File: src/rtl/matrix_pkg.sv
// Shared definitions for the matrix multiplier host and its benches:
// element width, host FSM encoding, and MSB-first slot packing helpers.
package matrix_pkg;

  localparam int ELEMENT_LENGTH = 32;

  // Host controller states.
  typedef enum logic [2:0] {
    ST_FILL_A = 3'd0,
    ST_FILL_B = 3'd1,
    ST_LOAD   = 3'd2,
    ST_WAIT   = 3'd3,
    ST_ACK    = 3'd4,
    ST_SEND   = 3'd5
  } host_state_e;

  // Bits needed to count 0..value-1, never less than one bit.
  function automatic int clog2_min1(input int value);
    int w;
    w = 0;
    while ((1 << w) < value) w++;
    if (w < 1) w = 1;
    return w;
  endfunction

  // LSB position of slot 'slot' in a bus of 'num_slots' elements, where
  // slot 0 sits in the most significant element position.
  function automatic int slot_lsb(input int num_slots, input int slot);
    return (num_slots - 1 - slot) * ELEMENT_LENGTH;
  endfunction

endpackage

File: src/rtl/matrix_result_serializer.sv
// Holds the captured multiplier result and streams it out one element per
// valid/ready handshake, in row-major slot order.
module matrix_result_serializer
  import matrix_pkg::*;
#(
  parameter int NUM_ELEMS = 4
) (
  input  logic                                clk,
  input  logic                                rst,
  input  logic                                capture_i,
  input  logic                                send_i,
  input  logic [NUM_ELEMS*ELEMENT_LENGTH-1:0] result_i,
  input  logic                                out_taken_i,
  output logic [ELEMENT_LENGTH-1:0]           out_data_o,
  output logic                                out_valid_o,
  output logic                                last_take_o
);

  localparam int W  = NUM_ELEMS * ELEMENT_LENGTH;
  localparam int OW = clog2_min1(NUM_ELEMS);

  logic [W-1:0]  res_q, res_d;
  logic [OW-1:0] o_cnt_q, o_cnt_d;
  logic          take;

  // A take only counts while the element is actually offered.
  assign out_valid_o = send_i;
  assign take        = send_i & out_taken_i;
  assign last_take_o = take && (o_cnt_q == OW'(NUM_ELEMS - 1));

  // Next-state for the result register and output element counter.
  always_comb begin
    res_d   = res_q;
    o_cnt_d = o_cnt_q;
    if (capture_i) begin
      res_d   = result_i;
      o_cnt_d = '0;
    end
    if (take) begin
      o_cnt_d = last_take_o ? '0 : o_cnt_q + OW'(1);
    end
  end

  // Result register and counter, cleared asynchronously.
  always_ff @(posedge clk or negedge rst) begin
    if (!rst) begin
      res_q   <= '0;
      o_cnt_q <= '0;
    end else begin
      res_q   <= res_d;
      o_cnt_q <= o_cnt_d;
    end
  end

  // Select the element addressed by the output counter.
  always_comb begin
    out_data_o = '0;
    for (int i = 0; i < NUM_ELEMS; i++) begin
      if (o_cnt_q == OW'(i)) out_data_o = res_q[slot_lsb(NUM_ELEMS, i) +: ELEMENT_LENGTH];
    end
  end

endmodule

File: src/rtl/matrix_stream_host.sv
// Host-side controller for the floating-point matrix multiplier: gathers A
// (row-major) and B (row-major, remapped to column-major) from a word stream,
// starts the multiplier, captures and acknowledges its result, then streams
// the result back out row-major.
//
// Handshakes: an element moves on a rising edge exactly when its valid and
// ready are both high in the preceding cycle; valid from a sender never
// depends on ready, and a receiver ignores valid while its ready is low.
module matrix_stream_host
  import matrix_pkg::*;
#(
  parameter int NUM_FIRST_ROW  = 2,
  parameter int NUM_FIRST_COL  = 2,
  parameter int NUM_SECOND_COL = 2
) (
  input  logic                                                   clk,
  input  logic                                                   rst,
  input  logic [ELEMENT_LENGTH-1:0]                              in_data,
  input  logic                                                   in_valid,
  output logic                                                   in_ready,
  output logic [ELEMENT_LENGTH-1:0]                              out_data,
  output logic                                                   out_valid,
  input  logic                                                   out_taken,
  output logic [ELEMENT_LENGTH*NUM_FIRST_ROW*NUM_FIRST_COL-1:0]  mm_In1,
  output logic [ELEMENT_LENGTH*NUM_FIRST_COL*NUM_SECOND_COL-1:0] mm_In2,
  output logic                                                   mm_load,
  input  logic [ELEMENT_LENGTH*NUM_FIRST_ROW*NUM_SECOND_COL-1:0] mm_Out,
  input  logic                                                   mm_out_ready,
  output logic                                                   mm_out_ack,
  output logic [2:0]                                             dbg_state_o
);

  localparam int R  = NUM_FIRST_ROW;
  localparam int C  = NUM_FIRST_COL;
  localparam int K  = NUM_SECOND_COL;
  localparam int AC = R * C;
  localparam int BC = C * K;
  localparam int OC = R * K;
  localparam int AW = clog2_min1(AC);
  localparam int RW = clog2_min1(C);
  localparam int CW = clog2_min1(K);

  host_state_e state_q, state_d;

  logic                       armed_q;
  logic [AW-1:0]              a_cnt_q, a_cnt_d;
  logic [RW-1:0]              br_q, br_d;
  logic [CW-1:0]              bc_q, bc_d;
  logic [AC*ELEMENT_LENGTH-1:0] in1_q, in1_d;
  logic [BC*ELEMENT_LENGTH-1:0] in2_q, in2_d;

  logic accept;
  logic a_last, br_last, bc_last, b_last;
  logic capture, send, last_take;

  // Ready is held low for the first cycle out of reset, then follows the fill states.
  assign in_ready = armed_q && ((state_q == ST_FILL_A) || (state_q == ST_FILL_B));
  assign accept   = in_valid & in_ready;

  assign a_last  = (a_cnt_q == AW'(AC - 1));
  assign br_last = (br_q == RW'(C - 1));
  assign bc_last = (bc_q == CW'(K - 1));
  assign b_last  = br_last & bc_last;

  assign capture = (state_q == ST_WAIT) && mm_out_ready;
  assign send    = (state_q == ST_SEND);

  assign mm_In1      = in1_q;
  assign mm_In2      = in2_q;
  assign dbg_state_o = state_q;

  // State register plus the one-shot arming flag for in_ready.
  always_ff @(posedge clk or negedge rst) begin
    if (!rst) begin
      state_q <= ST_FILL_A;
      armed_q <= 1'b0;
    end else begin
      state_q <= state_d;
      armed_q <= 1'b1;
    end
  end

  // Next-state and the multiplier strobes.
  always_comb begin
    state_d    = state_q;
    mm_load    = 1'b0;
    mm_out_ack = 1'b0;
    case (state_q)
      ST_FILL_A: if (accept && a_last) state_d = ST_FILL_B;
      ST_FILL_B: if (accept && b_last) state_d = ST_LOAD;
      ST_LOAD: begin
        mm_load = 1'b1;
        state_d = ST_WAIT;
      end
      ST_WAIT:   if (mm_out_ready) state_d = ST_ACK;
      ST_ACK: begin
        mm_out_ack = 1'b1;
        state_d    = ST_SEND;
      end
      ST_SEND:   if (last_take) state_d = ST_FILL_A;
      default:   state_d = ST_FILL_A;
    endcase
  end

  // Operand write path: A lands row-major; B arrives row-major and is
  // stored column-major using separate row/column counters.
  always_comb begin
    in1_d   = in1_q;
    in2_d   = in2_q;
    a_cnt_d = a_cnt_q;
    br_d    = br_q;
    bc_d    = bc_q;
    if (accept && (state_q == ST_FILL_A)) begin
      for (int i = 0; i < AC; i++) begin
        if (a_cnt_q == AW'(i)) in1_d[slot_lsb(AC, i) +: ELEMENT_LENGTH] = in_data;
      end
      a_cnt_d = a_last ? '0 : a_cnt_q + AW'(1);
    end
    if (accept && (state_q == ST_FILL_B)) begin
      for (int r = 0; r < C; r++) begin
        for (int c = 0; c < K; c++) begin
          if ((br_q == RW'(r)) && (bc_q == CW'(c)))
            in2_d[slot_lsb(BC, c * C + r) +: ELEMENT_LENGTH] = in_data;
        end
      end
      if (bc_last) begin
        bc_d = '0;
        br_d = br_last ? '0 : br_q + RW'(1);
      end else begin
        bc_d = bc_q + CW'(1);
      end
    end
  end

  // Operand registers and fill counters.
  always_ff @(posedge clk or negedge rst) begin
    if (!rst) begin
      in1_q   <= '0;
      in2_q   <= '0;
      a_cnt_q <= '0;
      br_q    <= '0;
      bc_q    <= '0;
    end else begin
      in1_q   <= in1_d;
      in2_q   <= in2_d;
      a_cnt_q <= a_cnt_d;
      br_q    <= br_d;
      bc_q    <= bc_d;
    end
  end

  matrix_result_serializer #(
    .NUM_ELEMS (OC)
  ) u_serializer (
    .clk         (clk),
    .rst         (rst),
    .capture_i   (capture),
    .send_i      (send),
    .result_i    (mm_Out),
    .out_taken_i (out_taken),
    .out_data_o  (out_data),
    .out_valid_o (out_valid),
    .last_take_o (last_take)
  );

endmodule

File: config.mk
export PLATFORM = sky130hd
export DESIGN_NAME = matrix_stream_host
export DESIGN_NICKNAME = d
export VERILOG_FILES = /design/src/rtl/matrix_pkg.sv /design/src/rtl/matrix_result_serializer.sv /design/src/rtl/matrix_stream_host.sv
export SDC_FILE = /design/constraint.sdc
export NUM_CORES = 1
export LEC_CHECK = 0
export BUFFER_PORTS_ARGS = -buffer_cell sky130_fd_sc_hd__buf_2
export CORE_AREA = 2 2 177 179
export DETAILED_ROUTE_END_ITERATION = 10
export DIE_AREA = 0 0 179 181
export PLACE_DENSITY_LB_ADDON = 0.2
export SLEW_MARGIN = 20
export SYNTH_ARGS = -nofsm -noshare
export SYNTH_HDL_FRONTEND = slang
export SYNTH_SLANG_ARGS = --single-unit
File: constraint.sdc
create_clock -name clk -period 5.33 [get_ports clk]
set_input_delay 0.7995 -clock clk [delete_from_list [all_inputs] [get_ports clk]]
set_output_delay 0.7995 -clock clk [all_outputs]
set_load 0.005 [all_outputs]
==> After elaboration in Yosys (flattened, before gate mapping) <==
Index checks and enable logic that the tools add are counted.
{ "word_totals": {"reg_bits": 394, "out_inout_bits": 295, "in_bits": 165, "word_cells": 82} }
{ "classes": {"add_sub_neg": 4, "n_reduce_logical": 26, "muxes": 17, "n_eq_ne": 15, "n_bitwise": 5} }
{ "op_table": {"columns": ["cell", "n"], "rows": [
  ["32-bit 2-to-1 mux", 4],
  ["3-bit one-hot mux with 6 select lines", 1],
  ["2-bit AND reduction", 9],
  ["3-bit 2-to-1 mux", 4],
  ["1-bit logical AND", 11],
  ["2-bit == test (second input constant)", 4],
  ["2-bit 2-to-1 mux", 4],
  ["3-bit by 2-bit == test with 1-bit output (second input constant)", 2],
  ["3-bit == test (second input constant)", 2],
  ["2-bit by 1-bit adder with 2-bit output (second input constant)", 2],
  ["2-bit by 1-bit == test with 1-bit output (second input constant)", 2],
  ["2-bit logical NOT", 2],
  ["1-bit 2-to-1 mux", 4],
  ["2-bit by 1-bit inequality test with 1-bit output (second input constant)", 2],
  ["2-bit inequality test (second input constant)", 2],
  ["4-bit AND reduction", 1],
  ["1-bit AND", 3],
  ["3-bit by 1-bit == test with 1-bit output (second input constant)", 1],
  ["3-bit logical NOT", 1],
  ["1-bit adder (second input constant)", 2],
  ["1-bit NOT", 2],
  ["2-bit nonzero test", 1],
  ["1-bit logical OR", 1]
]} }

==> Longest topological paths before layout <==
Gate-level depths: netlist of the first run.
{ "depth": {"depth_word": 7, "mapped_depth": 7, "mapped_depth_nobuf": 5} }

==> By module <==
From an unflattened synthesis of the first run, not the netlist that was laid out.
{ "hier_totals": {"hier_cells": 1033, "hier_area_um2": 16110.5} }
{ "by_module_without_submodules": {"columns": ["module", "n_inst", "seq_area_each_um2", "area_each_um2", "cells_per_inst"], "rows": [
  ["matrix_stream_host", 1, 6606.3, 10299.9, 596],
  ["matrix_result_serializer", 1, 3253.1, 5810.6, 437]
]} }

==> Least setup slack after synthesis of the first run <==
OpenSTA, ideal clock, no wires.
{ "synth_timing": {"path_type": "flip-flop to output port", "from": "reg u_serializer.o_cnt_q[0]", "to": "out out_data[0]", "stages_incl_launch_ff": 7, "t_arrival_ps": 1617, "required_time_ps": 4530, "slack_ps": 2914, "path_buffers": 2, "path_cell_list": "dfrtp_1 ha_1 clkbuf_1 nor2b_1 clkbuf_1 a221oi_1 o31ai_1"} }
{ "synth_between": {"elab_chain_len": 5, "word_cells_on_any_way": 8, "classes_between": "3 x eq/ne; 4 x mux; 1 x reduce/logical"} }
{ "synth_rtl": {"columns": ["element", "line_no", "source"], "rows": [
  ["start, declared", "matrix_result_serializer.sv:23", "logic [OW-1:0] o_cnt_q, o_cnt_d;"],
  ["start signal, assigned", "matrix_result_serializer.sv:51", "o_cnt_q <= o_cnt_d;"],
  ["2-bit logical NOT", "matrix_result_serializer.sv:59", "if (o_cnt_q == OW'(i)) out_data_o = res_q[slot_lsb(NUM_ELEMS, i) +: ELEMENT_LENGTH];"],
  ["32-bit 2-to-1 mux (3 in a row)", "matrix_result_serializer.sv:59", null],
  ["32-bit 2-to-1 mux (*)", "matrix_result_serializer.sv:59", null],
  ["end, declared", "matrix_stream_host.sv:21", "output logic [ELEMENT_LENGTH-1:0] out_data,"]
]} }
Every way passes the cells marked *; elsewhere a longest branch is shown, timed or not.

==> Worst setup path in the final report of the first run <==
{ "layout_timing": {"from": "reg u_serializer.o_cnt_q[1]", "to": "out out_data[11]"} }
Same word-level chain as after synthesis.

==> results of run 1 <==
==> path summary, 6_finish.rpt <==
kind / start / endpoint / cells after the start
min reg2reg: mm_In2[39]$_DFFE_PN0P_ / mm_In2[39]$_DFFE_PN0P_ / 1
max in group asynchronous: rst / mm_In2[86]$_DFFE_PN0P_ / 2
min in group clk: mm_In2[39]$_DFFE_PN0P_ / mm_In2[39]$_DFFE_PN0P_ / 1
min: rst / mm_In1[101]$_DFFE_PN0P_ / 1
max reg2reg: dbg_state_o[2]$_DFFE_PN0P_ / mm_In2[30]$_DFFE_PN0P_ / 4
max: u_serializer.o_cnt_q[1]$_DFFE_PN0P_ / out_data[11] / 8
==> per-stage QoR <==
| stage | instance area (um2) | hold WS (ns) | utilization | std cells | worst slack [ns] |
|---|---|---|---|---|---|
| floorplan | 15900 | 0.479 | - | 1037 | 2.91 |
| global placement | 18600 | 0.468 | 0.612 | 1842 | 2.45 |
| detailed placement | 18600 | 0.471 | 0.612 | 1842 | 2.37 |
| CTS | 20000 | 0.357 | 0.659 | 1913 | 1.78 |
| global route | 20000 | 0.377 | 0.659 | 1916 | 1.61 |
| finish | 20000 | 0.298 | 0.660 | 1924 | 1.73 |
==> critical path: stages (launching register included) <==
cell and delay [ns]:
dfrtp_1 0.42, inv_1 0.09, ha_1 0.19, buf_4 0.25
nor2b_2 0.21, buf_4 0.39, a221oi_1 0.17, o31ai_1 0.31
buf_2 0.17
==> kinds of logic (layout without fill, tap and decap cells) <==
| group | after synthesis | in the layout | share of synthesized area |
|---|---|---|---|
| AOI/OAI and AO/OA | 74 | 74 | 0.0365 |
| xor gates and xnor gates | 2 | 2 | 0.00110 |
| adders and majority gates | 8 | 8 | 0.00629 |
| buffers and inverters | 73 | 553 | 0.0223 |
| DFF | 394 | 394 | 0.620 |
| muxes | 386 | 386 | 0.280 |
| other | 1 | 12 | 0.000236 |
| and+or+nand+nor | 99 | 99 | 0.0339 |
==> cell type report <==
type,instances,share of cell area
clock inverters,18,0.0131
diodes,11,0.00137
repair buffers,474,0.122
well taps,396,0.0247
flip-flops and latches,394,0.492
multi-input cells,570,0.288
clock buffers,53,0.0575
inverters,8,0.00150
==> metal layers <==
layer,global-route usage,wire length (um),part of all wire,up-vias
met5,0,13,0.00031,-
met4,0.0810,1330,0.032,2
met3,0.0810,3610,0.087,73
met2,0.447,21000,0.50,401
met1,0.303,15800,0.38,5323
li1,-,-,-,4650
==> cell usage after synthesis (2+ instances only) <==
cell / count / area [um2]
dfrtp_1: 394 / 9860
mux2_2: 355 / 4000
nand2_1: 37 / 139
nor2b_1: 33 / 206
o31ai_1: 32 / 240
a221oi_1: 31 / 272
buf_2: 31 / 155
mux2_4: 30 / 450
clkbuf_1: 26 / 97.6
ha_1: 8 / 100
inv_1: 8 / 30.0
nand3_1: 8 / 40.0
buf_6: 5 / 56.3
nor2_1: 4 / 15.0
a21oi_1: 3 / 15.0
nor3_1: 3 / 15.0
o21ai_0: 3 / 15.0
buf_1: 2 / 7.51
nand3b_1: 2 / 15.0
nand4b_1: 2 / 17.5
nor3b_1: 2 / 15.0
==> power groups by stage <==
stage | Combinational (mW) | Clock [mW] | Sequential, mW
floorplan | 2.08 | 0 | 5.03
global placement | 3.82 | 0 | 5.06
detailed placement | 3.92 | 0 | 5.11
CTS | 3.95 | 3.04 | 5.08
global route | 4.25 | 3.19 | 5.24
finish | 3.90 | 2.98 | 5.08
==> flip-flops by register name, summed over array words and instances (netlist names) <==
signal                cells
armed_q                   1
bc_last                   1
u_serializer.o_cnt_q      2
dbg_state_o               3
mm_In2                  128
u_serializer.res_q      128
mm_In1                  128
a_cnt_q                   2
br_last                   1
==> summary.md, run 1 <==
| Metric | Value |
|---|---|
| Flop-to-flop setup slack | `2.73 ns` |
| Reg area | `just under 10000 um2` |
| Mean post-synth cell area | `between 15 and 20 um2` |
| RSZ-0062 raised after global routing | `false` |
| Total Power | `12.0 mW` |
| CTS Sinks | `394` |
| Async S/R FF share, synth | `1.00` |
| CP Launch Type | `flop` |
| GP Congestion | `0.840` |
| Vias per cell | `approximately 5.4` |
| Final setup viols | `0` |
| Global-route wire length before repair | `63700 um` |
| Worst Setup End Kind | `output port` |
| CTS hold repair buffers | `0` |
| Comb pwr share | `0.326` |
| Static power due to leakage | `10.1 nW` |
| WP data arrival | `2.80 ns` |
| # DRC | `0` |
| Register area share after synthesis | `0.620` |
| # H-tree levels | `2` |
| Layout area overhead | `25.9%` |
| Mapped Cells | `approximately 1000` |
| Final hold vios | `0` |
| Syn Nets | `1210` |
| Critical path peak fanout | `34` |
| Commonest non-fill, non-tap cell in the layout | `buf_2` |
| Clk pwr share | `0.249` |
| Max Cap Viol | `0` |
| Tot GR Track Use | `0.258` |
| Largest vdd supply drop | `0.000334 V` |
| Inserted Clock Buffers | `42` |
| Leading cell types in the layout, fill and taps excluded | `458 x buf_2, 394 x dfrtp_1, 355 x mux2_2, 42 x clkbuf_16, 37 x nand2_1` |
| Power per cell area | `roughly 600 nW/um2` |
| Iteration count of the initial detailed-routing pass | `4` |
| Initial antenna violation count | `11` |
| CTS tree | `built` |
| Die Area | `around 32000 um2` |
| Yosys reg bits | `394` |
| Post-synth EDFFs | `0` |
| Via Count | `approximately 10000` |
| # rows | `64` |
| Relative slew margins | `0.432` |
| Core Region | `30300 um2` |
| Fill count | `2333` |
| Final net count | `between 1500 and 2000` |
| Largest net degree at the start of global routing | `140` |
| Synth Cell Area | `15900 um2` |
| Clock-pin slew on the worst setup and hold paths | `0.06 ns` |
| Fin. max-slew vios | `0` |
| Reg power frac | `0.425` |
| Slew @ Worst Pin | `0.851 ns` |
| CTS root buf | `clkbuf_16` |
| Net Sw Power | `~3.6 mW` |
| CTS resizes | `0` |
| Synth cell types | `39` |
| Die height | `181 um` |
| P_int | `8.34 mW` |
| DP Wirelength | `28500 um` |
| Grt total ovfl | `0` |
| Ys flop type | `dfrtp_1` |
| Routed WL | `41800 um` |
| Outcome | `completed` |
| Bufs on Longest Clock Path | `3` |
| Synth warn | `0` |
| Starting Density | `0.524` |
| Fmax | `0.278 GHz` |
| Vias in the first global route | `roughly 11000` |
| Sw frac | `0.303` |
| I/O Buffers | `459` |
| Required @ worst endpoint | `4.53 ns` |
| # Post-CTS Setup Buffers | `0` |
| Crit path kind | `reg -> out` |
| Setup_tns | `0 ns` |
| DRT iter0 DRCs | `around 460` |
| Hold WC Path Type | `in -> async` |
| DRT antenna net count | `0` |
| Period utilisation layout | `0.675` |
| Clk Latency, worst-skew pair | `0.53 ns` |
| Multi-input gate area | `roughly 5800 um2` |
| Final min period | `3.60 ns` |
| IO Pins | `460` |
| Die width | `179 um` |
| Share of cells above drive strength 1 | `0.618` |
| Routed len/inst | `21.7 um` |
| Clock skew | `0.0146 ns` |
(Power assumes the default switching activity.)
==> run 2: changes to the inputs <==
--- a/config.mk
+++ b/config.mk
@@ -5,10 +5,11 @@
 export SDC_FILE = /design/constraint.sdc
 export NUM_CORES = 1
 export LEC_CHECK = 0
+export ABC_AREA = 1
 export BUFFER_PORTS_ARGS = -buffer_cell sky130_fd_sc_hd__buf_2
-export CORE_AREA = 2 2 177 179
+export CORE_MARGIN = 1.5
+export CORE_UTILIZATION = 52
 export DETAILED_ROUTE_END_ITERATION = 10
-export DIE_AREA = 0 0 179 181
 export PLACE_DENSITY_LB_ADDON = 0.2
 export SLEW_MARGIN = 20
 export SYNTH_ARGS = -nofsm -noshare
==> constraint.sdc (replaced) <==
create_clock -name clk -period 3.7 [get_ports clk]
set_input_delay 0.555 -clock clk [delete_from_list [all_inputs] [get_ports clk]]
set_output_delay 0.555 -clock clk [all_outputs]
set_load 0.005 [all_outputs]
==> run 2 against run 1 <==
  * Non-clock buffer count grew 10
  * Final area grew 1.4%
  * Via count grew 41%
  * Register-to-register slack lost 1.6 ns
  * Count of clock-buffer cells in the layout grew 3
==> summary.md, run 2 <==
| Metric | Value |
|---|---|
| RSZ-0062 raised after global routing | `false` |
| CTS resizes | `0 (unchanged)` |
| Outcome | `completed` |
| Crit path cell chain | `inv_1 > ha_1 > buf_4 > nand2_1 > o21ai_0 > nand2_1 > a21oi_1 > buf_2` |
| Worst r2r path cells | `7 (+3)` |
| Final setup viols | `0 (unchanged)` |
| Yosys top cell by area | `dfrtp_1` |
| Clk Latency, worst-skew pair | `0.54 ns (about the same)` |
| DRT antenna net count | `0 (unchanged)` |
| Max Cap Viol | `0 (unchanged)` |
| Share of cells above drive strength 1 | `0.262 (-0.356)` |
| Global-route wire length before repair | `79500 um (+25%)` |
| Place WS | `1.11 ns (-1.26 ns)` |
| Critical path peak fanout | `22 (-35%)` |
| Largest vdd supply drop | `0.000548 V (+64%)` |
| Async S/R FF share, synth | `1.00 (unchanged)` |
| Routed WL | `51300 um (+23%)` |
| Hold WS | `0.0977 ns (-0.200 ns)` |
| Routed len/inst | `18.9 um (-13%)` |
| I/O Buffers | `459 (unchanged)` |
| Core Region | `31400 um2 (+3.4%)` |
| Mapped Cells | `1859 (+79%)` |
| # DRC | `0 (unchanged)` |
| Layout area overhead | `23.3%` |
| FF-to-FF End | `mm_In1[114]$_DFFE_PN0P_` |
| Largest net degree at the start of global routing | `109 (-22%)` |
| Synth area leaders | `dfrtp_1 60%, nand2_1 15%, nand3_1 4.0%` |
| Bufs on Longest Clock Path | `3 (unchanged)` |
| Iteration count of the initial detailed-routing pass | `5 (+1)` |
| Final net count | `2435 (+46%)` |
| Ys flop type | `dfrtp_1` |
| Worst Setup End Kind | `output port` |
| Power per cell area | `874 nW/um2 (+46%)` |
| Final min period | `3.19 ns` |
| Period utilisation layout | `0.862` |
| Flop-to-flop setup slack | `1.17 ns (-1.56 ns)` |
| Relative slew margins | `0.269 (-0.163)` |
| Hold WC Path Type | `in -> async` |
| Register area share after synthesis | `0.598 (-0.0214)` |
| CTS Sinks | `394 (unchanged)` |
| GP Congestion | `1.05 (+25%)` |
| Die height | `181 um (about the same)` |
| Worst path slowest cell | `ha_1` |
| Die width | `181 um (+1.1%)` |
| Yosys top cell area share | `0.598 (-0.0214)` |
| Post-synth EDFFs | `0 (unchanged)` |
| Fmax | `0.313 GHz` |
| Final Util | `0.647 (-0.0129)` |
| Slew @ Worst Pin | `1.10 ns (+0.245 ns)` |
| Leading cell types in the layout, fill and taps excluded | `679 x nand2_1, 457 x buf_2, 394 x dfrtp_1, 132 x nand3_1, 125 x o21ai_1` |
| Static power due to leakage | `11.2 nW (+11%)` |
| Clock skew | `0.0173 ns (+0.00263 ns)` |
| # H-tree levels | `2 (unchanged)` |
| CTS root buf | `clkbuf_16` |
| Inserted Clock Buffers | `42 (unchanged)` |
| Commonest cells post-synth | `680 x nand2_1, 394 x dfrtp_1, 132 x nand3_1` |
| Final worst setup slack | `0.510 ns (-1.22 ns)` |
| DRT iter0 DRCs | `1158 (+150%)` |
| CTS hold repair buffers | `0 (unchanged)` |
| DP Wirelength | `35300 um (+24%)` |
| Initial antenna violation count | `20 (+9)` |
| Crit path kind | `reg -> out` |
| Grt total ovfl | `0 (unchanged)` |
| Required @ worst endpoint | `3.14 ns (-1.39 ns)` |
| Synth cell types | `30 (-23%)` |
| Starting Density | `0.525 (+0.000744)` |
| Total Power | `17.8 mW (+48%)` |
| Synth warn | `0 (unchanged)` |
| Clock-pin slew on the worst setup and hold paths | `0.06 ns (about the same)` |
| CP max stage delay | `0.65 ns (+0.23 ns)` |
| Fin. max-slew vios | `0 (unchanged)` |
| CTS tree | `built` |
| WP data arrival | `2.64 ns (-0.16 ns)` |
| Mean post-synth cell area | `8.87 um2 (-42%)` |
| Top cell by count, worst path | `nand2_1` |
| # Post-CTS Setup Buffers | `0 (unchanged)` |
| CP Launch Type | `flop` |
| Vias in the first global route | `14300 (+33%)` |
| Syn Nets | `2032 (+68%)` |
| Die Area | `32800 um2 (+1.2%)` |
| Commonest non-fill, non-tap cell in the layout | `nand2_1` |
| IO Pins | `460 (unchanged)` |
| Setup_tns | `0 ns (unchanged)` |
| Synth Cell Area | `16500 um2 (+3.6%)` |
| R2r startpoint | `dbg_state_o[1]$_DFFE_PN0P_` |
| Vias per cell | `5.42 (-0.15%)` |
| Final hold vios | `0 (unchanged)` |
| Tot GR Track Use | `0.310 (+0.0529)` |
| Yosys reg bits | `394 (unchanged)` |
| Count leader, synth | `nand2_1` |
| # rows | `65 (+1.6%)` |
| Via Count | `14700 (+41%)` |
run 2: cell types whose count changed after synthesis, sizes merged, moves of 33 or more:
cell,previous run,this run
nand3,8,134
nand2,37,694
mux2,386,0
nor2b,33,0
o21ai,3,262
a21oi,3,97
inv,8,55
nor2,4,81
run 2: how the worst max path moves through the flow:
| stage | from | cells after the start | slack, ns | to |
|---|---|---|---|---|
| after detailed placement | u_serializer.o_cnt_q[0]$_DFFE_PN0P_ | 8 | 1.11 | out_data[15] |
| after CTS | u_serializer.o_cnt_q[0]$_DFFE_PN0P_ | 8 | 0.54 | out_data[15] |
| after floorplan | u_serializer.o_cnt_q[1]$_DFFE_PN0P_ | 8 | 1.68 | out_data[0] |
| after global routing | u_serializer.o_cnt_q[1]$_DFFE_PN0P_ | 7 | 0.21 | out_data[20] |
| after global placement | u_serializer.o_cnt_q[0]$_DFFE_PN0P_ | 8 | 1.15 | out_data[4] |
| final | u_serializer.o_cnt_q[0]$_DFFE_PN0P_ | 8 | 0.51 | out_data[7] |
run 2: report_power, final:
group	internal [mW]	leakage, nW	switching [mW]
clock network	2.53	0.680	1.73
logic	2.40	5.47	3.67
registers	6.22	5.05	1.22
run 2: cell type report:
| type | instances | area [um2] |
|---|---|---|
| fill | 2704 | 11100 |
| clock inverter | 18 | 236 |
| antenna | 19 | 47.5 |
| timing repair buffer | 484 | 2530 |
| inverter | 55 | 210 |
| sequential | 394 | 9860 |
| clock buffer | 56 | 1140 |
| tap | 402 | 503 |
| multi-input combinational | 1285 | 5780 |
run 2: per-layer routing:
layer	vias to the layer above	wire [um]	part of all wire	global-route usage
met5	-	12	0.00023	0
met3	139	5090	0.099	0.0907
met4	2	2400	0.047	0.153
met2	689	23000	0.45	0.466
li1	6809	-	-	-
met1	7073	20800	0.40	0.415
run 2: through the flow:
| step | instance area [um2] | cells |
|---|---|---|
| CTS | 20300 | 2694 |
| global placement | 18900 | 2620 |
| detailed placement | 18900 | 2620 |
| floorplan | 16500 | 1859 |
| global route | 20300 | 2710 |
| finish | 20300 | 2713 |
run 2: worst max-delay path, delay by kind of cell (launching register included):
kind	cells	cell delay (ns)
and+or+nand+nor	2	0.15
AOI/OAI and AO/OA	2	0.33
adders and majority gates	1	0.65
DFF	1	0.42
buffers and inverters	3	0.55
run 2: kinds of logic after synthesis:
family / count (synthesis) / share of synthesized area
and+or+nand+nor: 916 / 0.229
DFF: 394 / 0.598
AOI/OAI and AO/OA: 359 / 0.114
buffers and inverters: 180 / 0.0517
adders and majority gates: 8 / 0.00607
xor gates and xnor gates: 1 / 0.000531
other: 1 / 0.000227
